===== config.mk =====
export PLATFORM = sky130hd
export DESIGN_NAME = cpu_sequencer
export DESIGN_NICKNAME = d
export VERILOG_FILES = /design/src/rtl/cpu_sequencer_pkg.sv /design/src/rtl/cpu_sequencer_decode.sv /design/src/rtl/cpu_sequencer.sv
export SDC_FILE = /design/constraint.sdc
export NUM_CORES = 1
export LEC_CHECK = 0
export ABC_AREA = 1
export BUFFER_PORTS_ARGS = -buffer_cell sky130_fd_sc_hd__buf_2
export CAP_MARGIN = 25
export CORE_MARGIN = 2
export CORE_UTILIZATION = 45
export DETAILED_ROUTE_END_ITERATION = 12
export PLACE_DENSITY = 0.84
export SLEW_MARGIN = 0
export SYNTH_ARGS = -nofsm -noshare
export SYNTH_HDL_FRONTEND = slang
export SYNTH_HIERARCHICAL = 1
export SYNTH_SLANG_ARGS = --single-unit

===== constraint.sdc =====
create_clock -name clk -period 3.4 [get_ports clk]
set_clock_uncertainty 0.1 [all_clocks]
set_input_delay 0.17 -clock clk [delete_from_list [all_inputs] [get_ports clk]]
set_output_delay 0.17 -clock clk [all_outputs]
set_load 0.05 [all_outputs]

===== src/rtl/cpu_sequencer_pkg.sv =====
// Shared encodings for the four-state instruction sequencer: states, opcodes,
// accumulator-source and ALU-select codes, and the decoded strobe bundle.
package cpu_sequencer_pkg;

  typedef enum logic [1:0] {
    ST_HALT   = 2'b00,
    ST_FETCH  = 2'b01,
    ST_DECODE = 2'b10,
    ST_EXEC   = 2'b11
  } state_t;

  localparam logic [3:0] OP_NOP     = 4'b0000;
  localparam logic [3:0] OP_ADD     = 4'b0001;
  localparam logic [3:0] OP_SUB     = 4'b0010;
  localparam logic [3:0] OP_NOR     = 4'b0011;
  localparam logic [3:0] OP_MOV_AR  = 4'b0100;
  localparam logic [3:0] OP_MOV_RA  = 4'b0101;
  localparam logic [3:0] OP_JZ_REG  = 4'b0110;
  localparam logic [3:0] OP_JZ_IMM  = 4'b0111;
  localparam logic [3:0] OP_JC_REG  = 4'b1000;
  localparam logic [3:0] OP_JNZ_IMM = 4'b1001;
  localparam logic [3:0] OP_JC_IMM  = 4'b1010;
  localparam logic [3:0] OP_SHL     = 4'b1011;
  localparam logic [3:0] OP_SHR     = 4'b1100;
  localparam logic [3:0] OP_LDI     = 4'b1101;
  localparam logic [3:0] OP_JNC_IMM = 4'b1110;
  localparam logic [3:0] OP_HALT    = 4'b1111;

  localparam logic [1:0] ACC_ALU = 2'b00;
  localparam logic [1:0] ACC_REG = 2'b01;
  localparam logic [1:0] ACC_IMM = 2'b10;

  localparam logic [3:0] ALU_PASS = 4'b0000;
  localparam logic [3:0] ALU_ADD  = 4'b1000;
  localparam logic [3:0] ALU_SUB  = 4'b1100;
  localparam logic [3:0] ALU_NOR  = 4'b0100;
  localparam logic [3:0] ALU_SHL  = 4'b0001;
  localparam logic [3:0] ALU_SHR  = 4'b0011;

  typedef struct packed {
    logic [3:0] sel_alu;
    logic [1:0] sel_acc;
    logic       load_acc;
    logic       load_reg;
    logic       load_pc;
    logic       sel_pc;
    logic       inc_pc;
  } strobe_t;

  // Branch condition for the six conditional-jump opcodes.
  function automatic logic branch_taken(input logic [3:0] op, input logic z, input logic c);
    case (op)
      OP_JZ_REG, OP_JZ_IMM: branch_taken = z;
      OP_JC_REG, OP_JC_IMM: branch_taken = c;
      OP_JNZ_IMM:           branch_taken = !z;
      OP_JNC_IMM:           branch_taken = !c;
      default:              branch_taken = 1'b0;
    endcase
  endfunction

endpackage


===== src/rtl/cpu_sequencer_decode.sv =====
// Purely combinational opcode+flags to strobe decode; the FSM applies the
// result only during EXEC and forces zero otherwise.
module cpu_sequencer_decode
  import cpu_sequencer_pkg::*;
#(
  parameter int OPCODE_W = 4
) (
  input  logic [OPCODE_W-1:0] op,
  input  logic                z,
  input  logic                c,
  output strobe_t             strobes,
  output logic                halt_op,
  output logic                illegal_op
);

  always_comb begin
    strobes    = '0;
    halt_op    = 1'b0;
    // Any opcode bit above the 4-bit field makes the instruction illegal.
    illegal_op = (op >> 4) != '0;
    case (op[3:0])
      OP_NOP: strobes.inc_pc = 1'b1;
      OP_ADD, OP_SUB, OP_NOR, OP_SHL, OP_SHR: begin
        strobes.sel_acc  = ACC_ALU;
        strobes.load_acc = 1'b1;
        strobes.inc_pc   = 1'b1;
        case (op[3:0])
          OP_ADD:  strobes.sel_alu = ALU_ADD;
          OP_SUB:  strobes.sel_alu = ALU_SUB;
          OP_NOR:  strobes.sel_alu = ALU_NOR;
          OP_SHL:  strobes.sel_alu = ALU_SHL;
          default: strobes.sel_alu = ALU_SHR;
        endcase
      end
      OP_MOV_AR: begin
        strobes.sel_acc  = ACC_REG;
        strobes.load_acc = 1'b1;
        strobes.inc_pc   = 1'b1;
      end
      OP_MOV_RA: begin
        strobes.load_reg = 1'b1;
        strobes.inc_pc   = 1'b1;
      end
      OP_LDI: begin
        strobes.sel_acc  = ACC_IMM;
        strobes.load_acc = 1'b1;
        strobes.inc_pc   = 1'b1;
      end
      OP_JZ_REG, OP_JZ_IMM, OP_JC_REG, OP_JC_IMM, OP_JNZ_IMM, OP_JNC_IMM: begin
        strobes.load_pc = branch_taken(op[3:0], z, c);
        strobes.inc_pc  = !branch_taken(op[3:0], z, c);
        strobes.sel_pc  = branch_taken(op[3:0], z, c) &&
                          (op[3:0] == OP_JZ_REG || op[3:0] == OP_JC_REG);
      end
      OP_HALT: halt_op = 1'b1;
      default: strobes = '0;
    endcase
    if (illegal_op) begin
      strobes = '0;
      halt_op = 1'b0;
    end
  end

endmodule


===== src/rtl/cpu_sequencer.sv =====
// Four-state HALT/FETCH/DECODE/EXEC control sequencer. The opcode and flags are
// captured in DECODE so EXEC strobes ignore any input change during EXEC.
module cpu_sequencer
  import cpu_sequencer_pkg::*;
#(
  parameter int OPCODE_W  = 4,
  parameter int ALUSEL_W  = 4,
  parameter int RESET_RUN = 1
) (
  input  logic                clk,
  input  logic                CLB,
  input  logic [OPCODE_W-1:0] Opcode,
  input  logic                Z,
  input  logic                C,
  input  logic                mem_ready,
  input  logic                run,
  output logic                LoadIR,
  output logic                IncPC,
  output logic                SelPC,
  output logic                LoadPC,
  output logic                LoadReg,
  output logic                LoadAcc,
  output logic [1:0]          SelAcc,
  output logic [ALUSEL_W-1:0] SelALU,
  output logic [1:0]          state,
  output logic                halted,
  output logic                illegal
);

  localparam state_t RESET_STATE = (RESET_RUN != 0) ? ST_FETCH : ST_HALT;

  state_t              state_q, state_d;
  logic [OPCODE_W-1:0] op_q;
  logic                z_q, c_q, illegal_q;
  strobe_t             dec_strobes, strobes;
  logic                dec_halt, dec_illegal, load_ir;

  cpu_sequencer_decode #(.OPCODE_W(OPCODE_W)) u_decode (
    .op         (op_q),
    .z          (z_q),
    .c          (c_q),
    .strobes    (dec_strobes),
    .halt_op    (dec_halt),
    .illegal_op (dec_illegal)
  );

  always_ff @(posedge clk) begin
    if (CLB) begin
      state_q   <= RESET_STATE;
      op_q      <= '0;
      z_q       <= 1'b0;
      c_q       <= 1'b0;
      illegal_q <= 1'b0;
    end else begin
      state_q <= state_d;
      if (state_q == ST_DECODE) begin
        op_q <= Opcode;
        z_q  <= Z;
        c_q  <= C;
      end
      if (state_q == ST_EXEC && dec_illegal) illegal_q <= 1'b1;
    end
  end

  // mem_ready is a valid-only handshake: the sequencer is always ready in FETCH,
  // so LoadIR follows mem_ready in that cycle and the word is taken on that edge.
  always_comb begin
    state_d = state_q;
    strobes = '0;
    load_ir = 1'b0;
    case (state_q)
      ST_HALT:   if (run) state_d = ST_FETCH;
      ST_FETCH: begin
        load_ir = mem_ready;
        if (mem_ready) state_d = ST_DECODE;
      end
      ST_DECODE: state_d = ST_EXEC;
      ST_EXEC: begin
        strobes = dec_strobes;
        state_d = (dec_halt || dec_illegal) ? ST_HALT : ST_FETCH;
      end
      default:   state_d = ST_HALT;
    endcase
    // Reset suppresses every strobe, even in the middle of an instruction.
    if (CLB) begin
      strobes = '0;
      load_ir = 1'b0;
    end
  end

  assign LoadIR  = load_ir;
  assign IncPC   = strobes.inc_pc;
  assign SelPC   = strobes.sel_pc;
  assign LoadPC  = strobes.load_pc;
  assign LoadReg = strobes.load_reg;
  assign LoadAcc = strobes.load_acc;
  assign SelAcc  = strobes.sel_acc;
  assign SelALU  = ALUSEL_W'(strobes.sel_alu);
  assign state   = state_q;
  assign halted  = (state_q == ST_HALT);
  assign illegal = illegal_q;

endmodule

* Yosys cells after proc, flatten, opt, wreduce, memory -nomap -nowiden *
Cells that the tools add are included.

word-level totals
  memories kept = 0
  register bits after elaboration = 8
  latch bits = 0
  RAM bits = 0
  ROM bits = 0

operators by class
  multiply operators = 0
  add/sub/neg operators = 0
  muxes and demuxes = 17
  div/mod/pow operators = 0
  bitwise logic cells = 0
  equal/unequal tests = 20
  magnitude comparators = 0
  reduce and logical (&&, ||, !) cells = 13
  shifts and indexed selects = 0

operator list
  kind                  count
  $eq A4 B4 Y1 const B  8
  $mux W11              2
  $eq A4 B3 Y1 const B  4
  $pmux W4 S4           1
  $pmux W3 S3           1
  $reduce_or A9 Y1      1
  $eq A4 B2 Y1 const B  2
  $pmux W2 S4           1
  $mux W1               6
  $mux W2               3
  $reduce_or A6 Y1      1
  $reduce_or A5 Y1      1
  $eq A2 B2 Y1 const B  2
  $eq A4 B1 Y1 const B  1
  $logic_not A4 Y1      1
  $mux W4               1
  $ne A2 B2 Y1 const B  2
  $pmux W1 S4           1
  $reduce_or A2 Y1      2
  $logic_not A1 Y1      3
  $eq A2 B1 Y1 const B  1
  $logic_not A2 Y1      1
  $pmux W1 S2           1
  $reduce_and A2 Y1     1
  2 further kinds       2

* Depth between registers and ports, before layout *
  word-level depth = 8
  depth in mapped cells = 9

* Cells and area by module *
Netlist, hierarchy kept.

by module, submodules not included
  module                area each (µm²)  instances  sequential area each (µm²)  cells an instance
  cpu_sequencer         516.7            1          180.2                       80
  cpu_sequencer_decode  231.5            1          0.0                         53

* Least setup slack after synthesis *
No wires, ideal clock.

  path type = reg2out
  start = register state_q[1], in the netlist state[1]
  end = output port SelALU[1]
  stages on the path, launching flop included = 5
  arrival = 1,854 ps
  slack = 1,276 ps
  data required time = 3,130 ps
  path through = dfxtp_1 -> ha_1 -> buf_6 -> nand2_1 -> nor2_1

between the ends
  longest elaborated chain between the ends = 3

RTL lines
  item                    RTL line             source
  start, declared         cpu_sequencer.sv:32  state_t state_q, state_d;
  start signal, assigned  cpu_sequencer.sv:55  state_q <= state_d;
  $eq A2 B2 Y1            cpu_sequencer.sv:71  case (state_q)
  $mux W11                cpu_sequencer.sv:71
  $mux W11                cpu_sequencer.sv:85  if (CLB) begin
  end, declared           cpu_sequencer.sv:24  output logic [ALUSEL_W-1:0] SelALU,

Every way passes these cells.

==> metrics.cfg <==
[run_status]
status = completed

[timing]
final_hold_viol_count = 0
finalCritPeriodShare_pct = 57.1
setup_viol = 0
period_needed_ns = 1.94
fin_tns_setup_ns = 0
fmax_ghz = 0.515
slew_violations = 0
holdWs_ns = 0.0395
rsz0062_at_grt = no

[final_layout]
nets = 174
antenna_cells = 0
fin_area_um2 = 890
layout_commonest_cell = nor2_1
num-fill-cells = 170
stdcell_count = 175
layout_common_cells = nor2_1 (40), nand2_1 (35), buf_2 (25)
areaGrowthSynthToFinish_pct = 18.9
drive_above_1_share_pct = 25.8

[grt]
grt_start_max_net_pins = 16
track_usage_pct = 16.6
antenna_found_initial = 0
grt-ovfl-total = 0
grt_pass1_vias = 658
grt_pass1_wl_mm = 2.53

[setup_path]
worstPathCellList = inv_1 -> nor2_1 -> nand2_1 -> nand2_1 -> nand2_1 -> a21oi_2 -> nand2_1 -> nor2_1 -> buf_2
critPathMostFrequentCell = nand2_1
slowest_stage = dfxtp_1
max_stage_delay_ns = 0.39
cp-end-kind = output pin
cp_data_arrival_time_ns = 1.67
crit_type = reg -> out
crit_required_ns = 3.13
cp-start-kind = flop
crit_path_max_fanout = 4

[power]
p_leak_nw = 0.516
swShare_pct = 54.0
power.switching_mw = 0.331
power.internal_mw = 0.282
clkPwrFrac_pct = 13.5
total_power_mw = 0.614
seqPwrFrac_pct = 28.9
ir_drop_mv = 0.463
pwr_density_cell_nw_per_um2 = 690
pwr-share-comb_pct = 57.6

[floorplanning]
die_x_um = 44.8
rows = 14
die-area_um2 = 2000
core_area_um2 = 1520
die_h_um = 44.8
ios = 26
start_util_pct = 49.1

[cts]
root_buffer = clkbuf_4
cts_tree = built
clock_latency_ns = 0.26
cts_setup_buffers = 0
cts_buffer_depth = 2
postCtsHoldBufs = 0
clk_pin_slew_ns = 0.06
cts_buffers = 3
cts.htree.levels = 1
cts_resized = 0
clock_sinks = 9

[worst_hold_path]
hold_class = in -> reg

[yosys]
synth.distinct_cells = 16
synthCells = 133
ys_seq_area_share_pct = 24.1
postSynthAreaPerCell_um2 = 5.63
postSynthNetCount = 147
yosys_warnings = 6
synth_area_um2 = 748
ys_ff_latch = 9

[detailed_routing]
vias_per_cell = 4.67
drc = 0
drt_pass1_iterations = 4
first_iter_violations = 13
post_drt_wl_per_cell_um = 8.83
wl_mm = 1.55
ant_nets = 0
dr_total_vias = 818

[placement]
hpwl_mm = 1.25
place_congestion = 0.855
placed_cells = 171
post_dp_cell_area_um2 = 863
io_buffers = 25

[run]
maxCapViolations = 0

registers in the layout (all words and copies together) (netlist names):
| register | cells |
|---|---|
| op_q | 4 |
| state | 2 |
| c_q | 1 |
| illegal | 1 |
| z_q | 1 |
cells in the mapped netlist:
cell,number,share of area (%)
nor2_2,2,1.7
inv_2,4,2.0
dfxtp_1,9,24
nand3_1,5,3.3
conb_1,1,0.50
buf_6,2,3.0
ha_1,4,6.7
a21oi_2,3,3.5
o21ai_0,7,4.7
inv_1,14,7.0
nor2_1,40,20
nand2_1,35,18
buf_4,1,1.0
a21oi_1,1,0.67
nand4_1,1,0.84
nand2_2,4,3.3
power groups by stage:
stage	clock network (mW)	registers [mW]	logic (mW)
after floorplan	0	0.219	0.255
after global placement	0	0.177	0.345
after detailed placement	0	0.179	0.354
after CTS	0.0825	0.177	0.356
after global routing	0.0918	0.183	0.402
final	0.0829	0.177	0.354
cell families after synthesis:
kind of cell,share of synthesized area (%)
DFF,24.1
AOI/OAI and AO/OA,8.86
and+or+nand+nor,46.8
other,0.501
buffers and inverters,13.0
adders and majority gates,6.69
stage by stage:
stage | setup WS [ns] | util (%)
after floorplan | 1.28 | -
after global placement | 1.77 | 56.7
after detailed placement | 1.74 | 56.7
after CTS | 1.45 | 58.4
after global routing | 1.30 | 58.4
final | 1.46 | 58.4
critical path: cells and delay by family (launching register included):
| kind | cells | cell delay [ns] |
|---|---|---|
| AND/OR/NAND/NOR | 6 | 0.51 |
| flip-flops | 1 | 0.39 |
| buffers and inverters | 2 | 0.37 |
| AO/OA/AOI/OAI | 1 | 0.15 |
layout make-up:
cell class                      instances  area [µm²]  share of cell area [%]
Multi-Input combinational cell        103         470                    52.9
Tap cell                               16        20.0                    2.25
Inverter                               18        67.6                    7.59
Sequential cell                         9         180                    20.3
Timing Repair Buffer                   25         125                    14.1
Clock buffer                            4        26.3                    2.95
routing by layer:
layer | vias to the layer above | share of wire (%) | track usage, %
met5 | - | 0 | 0
met4 | 0 | 0.39 | 4.12
met3 | 2 | 5.6 | 3.60
met2 | 24 | 47 | 29.0
met1 | 340 | 47 | 20.7
li1 | 452 | - | -
path summary, 6_finish.rpt:
check                                           start                    end  slack, ns  depth (start not counted)
worst max-delay path             op_q[0]$_SDFFE_PP0N_                  SelPC       1.46                          9
worst min register to register   illegal$_SDFFE_PP0P_   illegal$_SDFFE_PP0P_       0.37                          2
worst min-delay path                        Opcode[0]   op_q[0]$_SDFFE_PP0N_       0.04                          3
worst max register to register  state[0]$_SDFFE_PP1P_  state[0]$_SDFFE_PP1P_       2.05                          8
Power figures use the tool's default switching activity.
